==> config.mk <==
export PLATFORM = sky130hd
export DESIGN_NAME = dma_sync_fifo
export DESIGN_NICKNAME = d
export VERILOG_FILES = /design/src/rtl/dma_fifo_pkg.sv /design/src/rtl/dma_fifo_mem.sv /design/src/rtl/dma_sync_fifo.sv
export SDC_FILE = /design/constraint.sdc
export NUM_CORES = 1
export LEC_CHECK = 0
export ABC_AREA = 1
export ABC_CLOCK_PERIOD_IN_PS = 4500
export BUFFER_PORTS_ARGS = -buffer_cell sky130_fd_sc_hd__buf_2
export CORE_UTILIZATION = 40
export CTS_CLUSTER_SIZE = 40
export DETAILED_ROUTE_END_ITERATION = 8
export PLACE_DENSITY = 0.63
export SYNTH_ARGS = -nofsm -noshare
export SYNTH_HDL_FRONTEND = slang
export SYNTH_HIERARCHICAL = 1
export SYNTH_SLANG_ARGS = --single-unit
==> constraint.sdc <==
create_clock -name clk -period 4.5 [get_ports clk]
set_input_delay 1.35 -clock clk [delete_from_list [all_inputs] [get_ports clk]]
set_output_delay 1.35 -clock clk [all_outputs]
set_load 0.005 [all_outputs]
==> src/rtl/dma_fifo_pkg.sv <==
// rtl/dma_fifo_pkg.sv - shared constants and helpers for the DMA FIFO family
package dma_fifo_pkg;

    localparam int DMA_FIFO_DW    = 32;
    localparam int DMA_FIFO_DEPTH = 32;

    function automatic int fifo_cnt_w(input int depth);
        return $clog2(depth) + 1;
    endfunction

endpackage

==> src/rtl/dma_fifo_mem.sv <==
// rtl/dma_fifo_mem.sv - register-array dual-port storage, sync write / async read
module dma_fifo_mem
    import dma_fifo_pkg::*;
#(
    parameter int DATA_WIDTH = DMA_FIFO_DW,
    parameter int FIFO_DEPTH = DMA_FIFO_DEPTH
) (
    input  logic                          clk,
    input  logic                          i_wr_en,
    input  logic [$clog2(FIFO_DEPTH)-1:0] i_wr_addr,
    input  logic [DATA_WIDTH-1:0]         i_wr_data,
    input  logic [$clog2(FIFO_DEPTH)-1:0] i_rd_addr,
    output logic [DATA_WIDTH-1:0]         o_rd_data
);

    logic [DATA_WIDTH-1:0] r_mem [FIFO_DEPTH];

    always_ff @(posedge clk) begin
        if (i_wr_en) begin
            r_mem[i_wr_addr] <= i_wr_data;
        end
    end

    assign o_rd_data = r_mem[i_rd_addr];

endmodule

==> src/rtl/dma_sync_fifo.sv <==
// rtl/dma_sync_fifo.sv - parametrised single-clock DMA FIFO with thresholds, flush and sticky errors
// Define DMA_FIFO_FWFT_EN for first-word-fall-through read; default is registered read.
module dma_sync_fifo
    import dma_fifo_pkg::*;
#(
    parameter int DATA_WIDTH = DMA_FIFO_DW,
    parameter int FIFO_DEPTH = DMA_FIFO_DEPTH,
    parameter int AFULL_TH   = FIFO_DEPTH - 2,
    parameter int AEMPTY_TH  = 2
) (
    input  logic                                clk,
    input  logic                                rst,
    input  logic                                flush,
    input  logic                                err_clr,
    input  logic                                wr_en,
    input  logic [DATA_WIDTH-1:0]               wdata,
    input  logic                                rd_en,
    output logic [DATA_WIDTH-1:0]               rdata,
    output logic                                rvalid,
    output logic                                full,
    output logic                                empty,
    output logic                                almost_full,
    output logic                                almost_empty,
    output logic [fifo_cnt_w(FIFO_DEPTH)-1:0]   count,
    output logic                                overflow,
    output logic                                underflow
);

    localparam int AW = $clog2(FIFO_DEPTH);
    localparam int CW = fifo_cnt_w(FIFO_DEPTH);

    generate
        if (FIFO_DEPTH < 2 || (FIFO_DEPTH & (FIFO_DEPTH - 1)) != 0) begin : g_bad_depth
            $error("dma_sync_fifo: FIFO_DEPTH must be a power of two >= 2");
        end
        if (AEMPTY_TH >= AFULL_TH) begin : g_bad_th
            $error("dma_sync_fifo: AEMPTY_TH must be below AFULL_TH");
        end
    endgenerate

    logic [AW-1:0]         r_wr_ptr;
    logic [AW-1:0]         r_rd_ptr;
    logic [CW-1:0]         r_count;
    logic                  r_overflow;
    logic                  r_underflow;
    logic                  w_full;
    logic                  w_empty;
    logic                  w_rd_acc;
    logic                  w_wr_acc;
    logic                  w_ovf_evt;
    logic                  w_udf_evt;
    logic [DATA_WIDTH-1:0] w_mem_rdata;

    assign w_full    = (r_count == CW'(FIFO_DEPTH));
    assign w_empty   = (r_count == '0);
    // Flush wins over both requests, so neither is accepted nor flagged as an error.
    assign w_rd_acc  = rd_en && !w_empty && !flush;
    assign w_wr_acc  = wr_en && (!w_full || w_rd_acc) && !flush;
    assign w_ovf_evt = wr_en && !flush && !w_wr_acc;
    assign w_udf_evt = rd_en && !flush && !w_rd_acc;

    always_ff @(posedge clk or negedge rst) begin
        if (!rst) begin
            r_wr_ptr <= '0;
            r_rd_ptr <= '0;
            r_count  <= '0;
        end else if (flush) begin
            r_wr_ptr <= '0;
            r_rd_ptr <= '0;
            r_count  <= '0;
        end else begin
            if (w_wr_acc) r_wr_ptr <= r_wr_ptr + AW'(1);
            if (w_rd_acc) r_rd_ptr <= r_rd_ptr + AW'(1);
            if (w_wr_acc && !w_rd_acc) begin
                r_count <= r_count + CW'(1);
            end else if (w_rd_acc && !w_wr_acc) begin
                r_count <= r_count - CW'(1);
            end
        end
    end

    // A fresh error in the clear cycle survives the clear.
    always_ff @(posedge clk or negedge rst) begin
        if (!rst) begin
            r_overflow  <= 1'b0;
            r_underflow <= 1'b0;
        end else if (err_clr) begin
            r_overflow  <= w_ovf_evt;
            r_underflow <= w_udf_evt;
        end else begin
            r_overflow  <= r_overflow | w_ovf_evt;
            r_underflow <= r_underflow | w_udf_evt;
        end
    end

    dma_fifo_mem #(
        .DATA_WIDTH (DATA_WIDTH),
        .FIFO_DEPTH (FIFO_DEPTH)
    ) u_mem (
        .clk       (clk),
        .i_wr_en   (w_wr_acc),
        .i_wr_addr (r_wr_ptr),
        .i_wr_data (wdata),
        .i_rd_addr (r_rd_ptr),
        .o_rd_data (w_mem_rdata)
    );

`ifdef DMA_FIFO_FWFT_EN
    // The array has no reset, so the head is masked while empty.
    assign rdata  = w_empty ? '0 : w_mem_rdata;
    assign rvalid = !w_empty;
`else
    logic [DATA_WIDTH-1:0] r_rdata;
    logic                  r_rvalid;

    always_ff @(posedge clk or negedge rst) begin
        if (!rst) begin
            r_rdata  <= '0;
            r_rvalid <= 1'b0;
        end else begin
            r_rvalid <= w_rd_acc;
            if (w_rd_acc) r_rdata <= w_mem_rdata;
        end
    end

    assign rdata  = r_rdata;
    assign rvalid = r_rvalid;
`endif

    assign full         = w_full;
    assign empty        = w_empty;
    assign almost_full  = (r_count >= CW'(AFULL_TH));
    assign almost_empty = (r_count <= CW'(AEMPTY_TH));
    assign count        = r_count;
    assign overflow     = r_overflow;
    assign underflow    = r_underflow;

endmodule
==> summary.txt <==
GRT
  – Busiest layer in global routing: met2
  – First-pass GRT wire length: around 180 mm
  – Total global-route track usage: between 20% and 30%
  – Number of global-route vias before repair: 26900
  – Met1 GRT Util: 30.5%
  – Met2 Use GR: ~34%
  – Met3 Use GR: 3.79%
  – Antenna violations before repair: 7
  – Largest net degree at the start of global routing: roughly 170
  – Overflow after GRT: 0

Placement
  – DPL Wire Length: between 70 and 80 mm
  – Port-buffer cells: 82
  – Placer congestion estimate: 0.892

Clocking
  – Post-CTS Setup Inserts: 0
  – Clk sink count: 1075
  – Clock tree root buffer cell: clkbuf_16
  – CTS tree: yes
  – Post_cts resized: 0
  – Clk buf depth: 3
  – Worst-Skew Late Latency: a little under 0.7 ns
  – Number of H-tree levels: 3
  – Worst-path clk slew: 0.06 ns
  – Total CTS buffers: 109
  – Hold Buf Count CTS: 0

Synthesis
  – Main combinational cell family by area after synthesis: simple AND/OR/NAND/NOR gates
  – Netlist cell types: 37
  – Sequential fraction of the synthesis area: 71.9%
  – Post-synth ARST share: 4.74%
  – Post-synth EDFFs: 1024
  – Yosys top cell by area: edfxtp_1
  – Ys flop type: edfxtp_1
  – Synth top area cells: edfxtp_1, nand2_1, nand3_1
  – Yosys Warn Count: 6
  – Synthesized instance count: 3785
  – Syn Nets: 3830
  – Cell area after synthesis: 44500 um2
  – Yosys top cell area share: 69.1%
  – Xor/xnor share of the synthesized area: 0.0787%
  – Yosys reg bits: approximately 1100
  – Synth Area in Compound Gates: 0.259%
  – Post-synthesis mux area share: 0%
  – Adder-Cell Fraction of Synth Area: 0.214%
  – Synth Area in Simple Gates: a little under a quarter
  – Top-count cell post-synth: nand2_1
  – Syn avg cell area: 11.8 um2
  – Synth cell count leaders: nand2_1, edfxtp_1, nand3_1, buf_2, buf_6

Hold path
  – Hold/Removal Path Class: flop to flop
  – Hold Crit Start: rdata[8]
  – Worst hold endpoint: rdata[8]
  – WHS Path Cells: 2

Die
  – Die area: 113000 um2
  – Core Region: approximately 110000 um2
  – IO Count: 83
  – Initial Util: about two fifths
  – Die Height: 336 um
  – Chip width: 336 um
  – Cell row count: 122

Cells and area
  – Utilization after layout: approximately 45%
  – Filler Cell Count: 9990
  – Area grow syn2layout: 12.2%
  – Share of layout cells above drive strength 1: a little under an eighth
  – Final net count: 3889
  – Multi-input logic area: around 11000 um2
  – Reg area: about 32000 um2

Job
  – Max cap viols: 0

Pwr
  – VDD IR-drop max: approximately 0.33 mV
  – PD cells: 507 nW/um2
  – Leakage: 0.0184 uW

Timing
  – Setup_tns: 0 ns
  – Peak Freq: 0.309 GHz
  – Slew Viols, Final: 0
  – Worst Tran Pin Value: around 0.94 ns
  – Final Setup Violations: 0
  – Worst relative slew slack: 37.6%
  – RSZ-0062 raised after global routing: no
  – Clk_skew: approximately 0.026 ns
  – Final period util: 71.8%
  – Final min period: 3.23 ns
  – Final Hold Viols: 0

Setup path
  – Arrival time of the worst setup path: 3.62 ns
  – R2R Path Start: r_rd_ptr[0]
  – Crit-path max FO: 14
  – Startpoint types: input port
  – Worst Setup End Kind: flop
  – R2R Setup Slk: 1.33 ns
  – FF-to-FF path depth: 12
  – R2r endpoint: rdata[3]
  – Kind of critical path: input port to flop
  – Required time of the critical path: 4.88 ns

Routing
  – Final WL: ~120 mm
  – Detailed router's first-iteration violation count: 3288
  – Antenna Nets Post-Route: 0
  – Drt wl/cell: 22.4 um
  – DRC violations left: 0
  – DR vias/cell: 5.32
  – First-pass DRT Iterations: 7
  – Vias: 28900

Outcome
  – Status: finished clean
how the worst max path moves through the flow:
stage	startpoint	to	slack, ns	cells past startpoint
2_1_floorplan	flush	u_mem/r_mem[31][0]	0.35	8
3_3_place_gp	flush	u_mem/r_mem[18][10]	0.67	10
3_5_place_dp	flush	u_mem/r_mem[18][10]	0.61	10
4_1_cts	flush	u_mem/r_mem[18][14]	1.33	10
5_1_grt	flush	u_mem/r_mem[18][10]	1.17	10
6_report	flush	u_mem/r_mem[18][6]	1.27	10
stage by stage:
stage	power, uW	instance area [um2]	setup WS, ns	instances	hold slack (ns)
finish	25300	50000	1.27	5427	0.474
global route	26400	50000	1.17	5426	0.501
CTS	25400	50000	1.33	5426	0.480
detailed placement	16600	46400	0.614	5221	0.467
global placement	16500	46400	0.672	5221	0.461
floorplan	15000	44500	0.353	3785	0.465
per-layer routing:
layer | vias up | wire (um)
met2 | 1321 | 56500
li1 | 13200 | -
met3 | 178 | 10700
met1 | 14100 | 51800
met4 | 6 | 2730
met5 | - | 39
placed cells by master (no fill, tap or decap), types with 33 or more instances in the layout:
| cell | Yosys | final |
|---|---|---|
| nand2_1 | 1504 | 1504 |
| edfxtp_1 | 1024 | 1024 |
| nand3_1 | 794 | 794 |
| clkbuf_16 | 0 | 110 |
| buf_2 | 85 | 82 |
| buf_4 | 27 | 67 |
| dfrtp_1 | 51 | 46 |
| nand2_2 | 34 | 34 |
| nor2_4 | 1 | 33 |
final cells by class:
class / instances / area share [%]
Antenna cell: 1 / 0.00501
Timing Repair Buffer: 174 / 2.83
Multi-Input combinational cell: 2451 / 22.0
Tap cell: 1488 / 3.73
Sequential cell: 1075 / 64.1
Inverter: 33 / 0.323
Clock buffer: 122 / 5.67
Clock inverter: 83 / 1.38
sequential cells by signal, summed over array words and instances (netlist names):
signal	count
u_mem/r_mem	1024
count	6
underflow	1
rdata	32
rvalid	1
r_rd_ptr	5
overflow	1
r_wr_ptr	5
critical path, stage by stage:
cell and delay [ns]:
buf_2 0.18, inv_2 0.22, nand4_2 0.16, nand2_2 0.14
inv_2 0.07, nor2_2 0.32, nand3_1 0.14, buf_4 0.23
nor2_4 0.47, buf_4 0.31
where the power goes:
part	internal [uW]	switching [uW]	total [uW]
clock	5100	3840	8930
sequential	11200	321	11500
combinational	1410	3440	4860
total	17700	7600	25300
cells by family (layout without fill, tap and decap cells):
group / after synthesis / in the layout
flops: 1075 / 1075
simple gates: 2419 / 2419
other cells: 0 / 1
compound gates: 21 / 21
xor+xnor: 4 / 4
fa+ha+maj: 7 / 7
buf+inv: 259 / 412
(Power assumes the default switching activity.)
